--- config.mk ---
export PLATFORM = sky130hd
export DESIGN_NAME = btle_tx
export DESIGN_NICKNAME = d
export VERILOG_FILES = /design/src/rtl/btle_tx_pkg.sv /design/src/rtl/crc24_core.sv /design/src/rtl/scramble_core.sv /design/src/rtl/btle_tx.sv
export SDC_FILE = /design/constraint.sdc
export NUM_CORES = 1
export LEC_CHECK = 0
export BUFFER_PORTS_ARGS = -buffer_cell sky130_fd_sc_hd__buf_4
export CAP_MARGIN = 20
export CORE_MARGIN = 2
export CORE_UTILIZATION = 46
export DETAILED_ROUTE_END_ITERATION = 12
export GPL_ROUTABILITY_DRIVEN = 0
export MAX_ROUTING_LAYER = met4
export PLACE_DENSITY = 0.67
export SLEW_MARGIN = 25
export SYNTH_ARGS = -nofsm -noshare
export SYNTH_HDL_FRONTEND = slang
export SYNTH_SLANG_ARGS = --single-unit
--- constraint.sdc ---
create_clock -name clk -period 4.25 [get_ports clk]
set_input_delay 0.85 -clock clk [delete_from_list [all_inputs] [get_ports clk]]
set_output_delay 0.85 -clock clk [all_outputs]
set_load 0.05 [all_outputs]
--- src/rtl/btle_tx_pkg.sv ---
// rtl/btle_tx_pkg.sv - shared state encoding and constants for the BLE frame transmitter
package btle_tx_pkg;

    typedef enum logic [2:0] {
        ST_IDLE        = 3'd0,
        ST_PREAMBLE    = 3'd1,
        ST_ACCESS_ADDR = 3'd2,
        ST_PDU         = 3'd3,
        ST_CRC         = 3'd4
    } btle_state_t;

    localparam logic [7:0]  PREAMBLE_EVEN = 8'hAA;
    localparam logic [7:0]  PREAMBLE_ODD  = 8'h55;
    // x^24+x^10+x^9+x^6+x^4+x^3+x+1, x^24 implied by the shift-out
    localparam logic [23:0] CRC_POLY      = 24'h00065B;
    // x^7+x^4+1, x^7 implied by the shift-out
    localparam logic [6:0]  WHITEN_TAPS   = 7'h11;
    localparam logic [6:0]  MAX_PDU_LEN   = 7'd62;

    function automatic logic [6:0] clamp_pdu_len(input logic [6:0] raw_len);
        return (raw_len > MAX_PDU_LEN) ? MAX_PDU_LEN : raw_len;
    endfunction

endpackage

--- src/rtl/crc24_core.sv ---
// rtl/crc24_core.sv - bit-serial CRC register, one data bit per advance
// Ports:
//   clk, rst_n          clock and synchronous active-low reset
//   init, init_value    load the CRC register
//   advance, data_in    shift one message bit in
//   crc                 current CRC register
module crc24_core #(
    parameter int               WIDTH = 24,
    parameter logic [WIDTH-1:0] POLY  = '0
) (
    input  logic             clk,
    input  logic             rst_n,
    input  logic             init,
    input  logic [WIDTH-1:0] init_value,
    input  logic             advance,
    input  logic             data_in,
    output logic [WIDTH-1:0] crc
);

    logic feedback;

    assign feedback = crc[WIDTH-1] ^ data_in;

    always_ff @(posedge clk) begin
        if (!rst_n) begin
            crc <= '0;
        end else if (init) begin
            crc <= init_value;
        end else if (advance) begin
            crc <= {crc[WIDTH-2:0], 1'b0} ^ ({WIDTH{feedback}} & POLY);
        end
    end

endmodule

--- src/rtl/scramble_core.sv ---
// rtl/scramble_core.sv - Galois LFSR whitening sequence generator
// Ports:
//   clk, rst_n   clock and synchronous active-low reset
//   init, seed   load the LFSR with seed
//   advance      step the LFSR by one bit
//   bit_out      current whitening bit (LFSR MSB)
module scramble_core #(
    parameter int               WIDTH = 7,
    parameter logic [WIDTH-1:0] TAPS  = '0
) (
    input  logic             clk,
    input  logic             rst_n,
    input  logic             init,
    input  logic [WIDTH-1:0] seed,
    input  logic             advance,
    output logic             bit_out
);

    logic [WIDTH-1:0] lfsr;

    assign bit_out = lfsr[WIDTH-1];

    always_ff @(posedge clk) begin
        if (!rst_n) begin
            lfsr <= '0;
        end else if (init) begin
            lfsr <= seed;
        end else if (advance) begin
            lfsr <= {lfsr[WIDTH-2:0], 1'b0} ^ ({WIDTH{lfsr[WIDTH-1]}} & TAPS);
        end
    end

endmodule

--- src/rtl/btle_tx.sv ---
// rtl/btle_tx.sv - BLE link-layer frame serializer: preamble, access address, whitened PDU and CRC
// Ports:
//   clk, rst_n                 clock and synchronous active-low reset
//   unique_bit_sequence        access address, sampled on start
//   channel_number             whitening seed, sampled on start
//   crc_state_init_bit         CRC init value, sampled on start
//   start                      one-cycle frame request (ignored while busy)
//   sample_strobe              output-sample enable
//   pdu_octet_mem_addr/_data   PDU RAM read port, data one cycle after address
//   busy                       frame in progress
//   tx_symbol, tx_sample_valid NRZ output sample
//   payload_length             latched clamped PDU length
//   tx_end                     one-cycle end-of-frame pulse
module btle_tx
    import btle_tx_pkg::*;
#(
    parameter int SAMPLE_PER_SYMBOL        = 8,
    parameter int LEN_UNIQUE_BIT_SEQUENCE  = 32,
    parameter int CHANNEL_NUMBER_BIT_WIDTH = 6,
    parameter int CRC_STATE_BIT_WIDTH      = 24
) (
    input  logic                                clk,
    input  logic                                rst_n,
    input  logic [LEN_UNIQUE_BIT_SEQUENCE-1:0]  unique_bit_sequence,
    input  logic [CHANNEL_NUMBER_BIT_WIDTH-1:0] channel_number,
    input  logic [CRC_STATE_BIT_WIDTH-1:0]      crc_state_init_bit,
    input  logic                                start,
    input  logic                                sample_strobe,
    output logic [5:0]                          pdu_octet_mem_addr,
    input  logic [7:0]                          pdu_octet_mem_data,
    output logic                                busy,
    output logic                                tx_symbol,
    output logic                                tx_sample_valid,
    output logic [6:0]                          payload_length,
    output logic                                tx_end
);

    localparam int WHITEN_W = CHANNEL_NUMBER_BIT_WIDTH + 1;

    btle_state_t                        state, state_next;
    logic [4:0]                         bit_cnt;
    logic [5:0]                         octet_cnt;
    logic [3:0]                         phase;
    logic [7:0]                         preamble;
    logic [LEN_UNIQUE_BIT_SEQUENCE-1:0] aa;
    logic [7:0]                         cur_octet;
    logic [CRC_STATE_BIT_WIDTH-1:0]     crc_value;
    logic                               whiten_bit;
    logic                               strobe_act, bit_done, field_last, octet_end, cur_bit;
    logic [4:0]                         crc_idx;
    logic [6:0]                         last_octet, next_idx, new_len, new_last;

    assign busy       = (state != ST_IDLE);
    assign strobe_act = busy && sample_strobe;
    assign bit_done   = strobe_act && (phase == 4'(SAMPLE_PER_SYMBOL - 1));
    assign octet_end  = (bit_cnt[2:0] == 3'd7);
    assign last_octet = payload_length + 7'd1;
    assign crc_idx    = 5'(CRC_STATE_BIT_WIDTH - 1) - bit_cnt;

    scramble_core #(.WIDTH(WHITEN_W), .TAPS(WHITEN_TAPS)) u_whiten (
        .clk     (clk),
        .rst_n   (rst_n),
        .init    (!busy && start),
        .seed    ({1'b1, channel_number}),
        .advance (bit_done && (state == ST_PDU || state == ST_CRC)),
        .bit_out (whiten_bit)
    );

    // CRC runs over the raw (un-whitened) PDU bit
    crc24_core #(.WIDTH(CRC_STATE_BIT_WIDTH), .POLY(CRC_POLY)) u_crc (
        .clk        (clk),
        .rst_n      (rst_n),
        .init       (!busy && start),
        .init_value (crc_state_init_bit),
        .advance    (bit_done && state == ST_PDU),
        .data_in    (cur_octet[bit_cnt[2:0]]),
        .crc        (crc_value)
    );

    always_ff @(posedge clk) begin
        if (!rst_n) begin
            state <= ST_IDLE;
        end else begin
            state <= state_next;
        end
    end

    always_comb begin
        state_next = state;
        field_last = 1'b0;
        cur_bit    = 1'b0;
        case (state)
            ST_IDLE: begin
                if (start) state_next = ST_PREAMBLE;
            end
            ST_PREAMBLE: begin
                field_last = (bit_cnt == 5'd7);
                cur_bit    = preamble[bit_cnt[2:0]];
                if (bit_done && field_last) state_next = ST_ACCESS_ADDR;
            end
            ST_ACCESS_ADDR: begin
                field_last = (bit_cnt == 5'(LEN_UNIQUE_BIT_SEQUENCE - 1));
                cur_bit    = aa[bit_cnt];
                if (bit_done && field_last) state_next = ST_PDU;
            end
            ST_PDU: begin
                field_last = octet_end && ({1'b0, octet_cnt} == last_octet);
                cur_bit    = cur_octet[bit_cnt[2:0]] ^ whiten_bit;
                if (bit_done && field_last) state_next = ST_CRC;
            end
            ST_CRC: begin
                field_last = (bit_cnt == 5'(CRC_STATE_BIT_WIDTH - 1));
                cur_bit    = crc_value[crc_idx] ^ whiten_bit;
                if (bit_done && field_last) state_next = ST_IDLE;
            end
            default: state_next = ST_IDLE;
        endcase
    end

    // Octet 1 carries the length, so when it is being loaded the last-octet
    // index must come from the RAM data rather than the stale register.
    always_comb begin
        new_len  = clamp_pdu_len(pdu_octet_mem_data[6:0]);
        next_idx = {1'b0, octet_cnt} + 7'd1;
        new_last = (octet_cnt == 6'd0) ? new_len + 7'd1 : last_octet;
    end

    always_ff @(posedge clk) begin
        if (!rst_n) begin
            bit_cnt            <= '0;
            octet_cnt          <= '0;
            phase              <= '0;
            preamble           <= '0;
            aa                 <= '0;
            cur_octet          <= '0;
            payload_length     <= '0;
            pdu_octet_mem_addr <= '0;
            tx_symbol          <= 1'b0;
            tx_sample_valid    <= 1'b0;
            tx_end             <= 1'b0;
        end else begin
            tx_sample_valid <= strobe_act;
            tx_end          <= 1'b0;
            if (strobe_act) begin
                tx_symbol <= cur_bit;
            end else if (!busy) begin
                tx_symbol <= 1'b0;
            end

            if (!busy) begin
                bit_cnt            <= '0;
                octet_cnt          <= '0;
                phase              <= '0;
                pdu_octet_mem_addr <= '0;
                if (start) begin
                    preamble <= unique_bit_sequence[0] ? PREAMBLE_ODD : PREAMBLE_EVEN;
                    aa       <= unique_bit_sequence;
                end
            end else if (strobe_act) begin
                phase <= bit_done ? 4'd0 : phase + 4'd1;
                if (bit_done) begin
                    bit_cnt <= field_last ? 5'd0 : bit_cnt + 5'd1;
                    case (state)
                        ST_ACCESS_ADDR: begin
                            if (field_last) begin
                                cur_octet          <= pdu_octet_mem_data;
                                pdu_octet_mem_addr <= 6'd1;
                            end
                        end
                        ST_PDU: begin
                            if (octet_end) begin
                                bit_cnt <= 5'd0;
                                if (field_last) begin
                                    pdu_octet_mem_addr <= 6'd0;
                                end else begin
                                    octet_cnt <= next_idx[5:0];
                                    cur_octet <= pdu_octet_mem_data;
                                    if (octet_cnt == 6'd0) payload_length <= new_len;
                                    // prefetch the octet after the one now starting
                                    pdu_octet_mem_addr <= (next_idx == new_last) ? 6'd0
                                                        : 6'(next_idx + 7'd1);
                                end
                            end
                        end
                        ST_CRC: begin
                            if (field_last) tx_end <= 1'b1;
                        end
                        default: ;
                    endcase
                end
            end
        end
    end

endmodule

==> flow_summary.ini <==
[final_layout]
nets = 819
diodes = 0
area_growth_pct = 17.2
stdcell_area_um2 = 6990
drive_above_1_share = 0.205

[critical_path]
cp.required_ps = 4540
r2r-start = octet_cnt[0]
startpoint_type = input port
cp.arrival_ps = 3210
end_kind = flop
worstSetupPathType = in2reg
path_max_fanout = 6
cp-startpoint = pdu_octet_mem_data[3]

[global_route]
track_usage = 0.209
grt_first_pass_wirelength_um = 23400
first_global_vias = 4814
antenna_found_initial = 0
grt_max_degree = 88
gr-total-overflow = 0

[clock_tree]
clkTransAtPathRegs_ps = 80
clock-sinks = 106
hold_buffers = 0
post_cts_buffers = 0
clkLatencyLatePin_ps = 350
clockBufferDepth = 2
cts_tree = built
numCtsBuffers = 9
cts_resized = 0
cts-root-buf = clkbuf_16
htreeDepth = 3

[min_path]
min_from = aa[20]
holdCritPathClass = reg2reg

[yosys]
netlist.area_leader.share = 0.356
synth-seq-area-share = 0.356
synth_nets = 762
yosys-top-cells-area = dfxtp_1 36%, nand2_1 8.4%, mux4_2 6.8%
synthFlopType = dfxtp_1
syn_inst = 678
synth_seq_cells = 106
yosysMostFrequentCell = nand2_1
synth_edf_count = 0
synth_area_leader_cell = dfxtp_1
synth_area_um2 = 5970
async_flop_share = 0
synth_commonest_cells = 133 x nand2_1, 106 x dfxtp_1, 39 x nand3_1, 39 x nor2_1
ys_warn_count = 0
syn_area_per_cell_um2 = 8.80
synth.distinct_cells = 65

[die]
chipHeight_um = 118
rows = 41
die_x_um = 118
dieArea_um2 = 13900
start_util = 0.473
ios = 91
core_area_um2 = 12600

[power]
swShare = 0.257
ir_drop_v = 0.000182
power.density_nw_per_um2 = 317
cellLeakagePower_nw = 2.92
p_clk_frac = 0.388
finalPower_mw = 2.22
comb_power_share = 0.124
intPower_mw = 1.65
switching_power_uw = 569
pwr-share-seq = 0.488

[sta]
maxClockFrequency_ghz = 0.342
max-slew-margin-rel = 0.429
fin_skew_ps = 8.02
setup_tns_ps = 0
setup_viol = 0
fin_crit_sh = 0.689
worstMarginPinSlew_ps = 853
rsz0062_at_grt = no
slew_viol_final = 0
min_period_ps = 2930
hold_viol_final = 0

[detailed_routing]
drc = 0
routed_wirelength_um = 13900
drt_pass1_iterations = 6
viasPerCell = 5.54
wl_per_cell_um = 15.3
ant_nets = 0
drt_iter0_markers = 308
num_vias = 5057

[placed_design]
postPlaceCellArea_um2 = 6690
dp.final_hpwl_um = 9890
port_buffers = 90

[run_status]
status = complete, no violations

[flow_run]
drv_cap = 0
registers in the layout (all words and copies together) (netlist names):
register	flops
tx_sample_valid	1
aa	31
cur_octet	8
preamble	2
payload_length	7
tx_end	1
state	3
u_crc.crc	24
phase	4
bit_cnt	5
u_whiten.lfsr	7
pdu_octet_mem_addr	6
tx_symbol	1
octet_cnt	6
placed cells by master, fill, tap and decap left out, types with 3 or more instances in the layout:
cell type  instances
o211a_1           29
mux2_2             4
inv_1             12
clkbuf_16          9
nand4_1            4
nor3_1             8
o21ai_1            5
o22ai_1            3
xnor3_1            4
o21ai_0           15
nor2b_1           11
nand2b_1           6
and3_1             5
nand3_1           39
a21oi_1           23
nor3_2             5
a22o_1             4
xor2_1            10
a21boi_0          35
nand2_1          132
buf_4             95
a32oi_1            5
nand3b_1           4
or3_1              4
o31ai_1            7
mux2i_1           24
dfxtp_1          106
nor2_1            39
mux4_2            18
xnor2_1           18
ha_1              10
through the flow:
stage | hold slack [ps] | instances | utilization | worst slack (ps)
2_1_floorplan | 440 | 678 | - | 1470
3_3_place_gp | 449 | 896 | 0.530 | 1160
3_5_place_dp | 458 | 896 | 0.530 | 1010
4_1_cts | 468 | 912 | 0.554 | 1380
5_1_grt | 485 | 912 | 0.554 | 1100
6_report | 465 | 912 | 0.554 | 1320
metal layers:
layer / GRT usage / wire [um] / vias to the layer above
met3: 0.0315 / 630 / 21
met4: 0.0783 / 250 / 0
li1: - / - / 2520
met5: - / 0 / -
met2: 0.338 / 6820 / 140
met1: 0.266 / 6220 / 2376
path summary, 6_finish.rpt:
check                               end  slack [ps]  cells after the start
setup reg to reg  pdu_octet_mem_addr[3]        1330                      9
setup / recovery  pdu_octet_mem_addr[3]        1320                     11
hold / removal                   aa[20]         460                      2
hold reg to reg                  aa[20]         460                      2
critical path, cell delays in order:
cell,delay (ps)
buf_4,110
and4_1,230
nand3_1,130
and3_1,230
ha_1,220
nand3_1,100
mux2i_1,100
a221o_1,360
a31oi_1,550
a32oi_1,200
o21ai_1,120
power groups by stage:
stage                     registers (mW)  clock network [mW]  logic, mW
after floorplan                     1.09                   0      0.185
after global placement              1.10                   0      0.267
after detailed placement            1.10                   0      0.276
after CTS                           1.08               0.879      0.277
after global routing                1.09               0.921      0.307
final                               1.08               0.860      0.275
final cells by class:
class,count,area (um2)
fill,1198,5630
clock buffer,10,229
clock inverter,6,75.1
tap,172,215
inverter,12,45.0
sequential,106,2120
multi-input combinational,511,3590
timing repair buffer,95,713
cells by family after synthesis:
| family | after synthesis | share of synthesized area |
|---|---|---|
| simple gates | 276 | 0.217 |
| mux | 46 | 0.116 |
| buf+inv | 61 | 0.0436 |
| flops | 106 | 0.356 |
| xor+xnor | 34 | 0.0629 |
| fa+ha+maj | 10 | 0.0210 |
| compound gates | 145 | 0.184 |
Power figures use the tool's default switching activity.
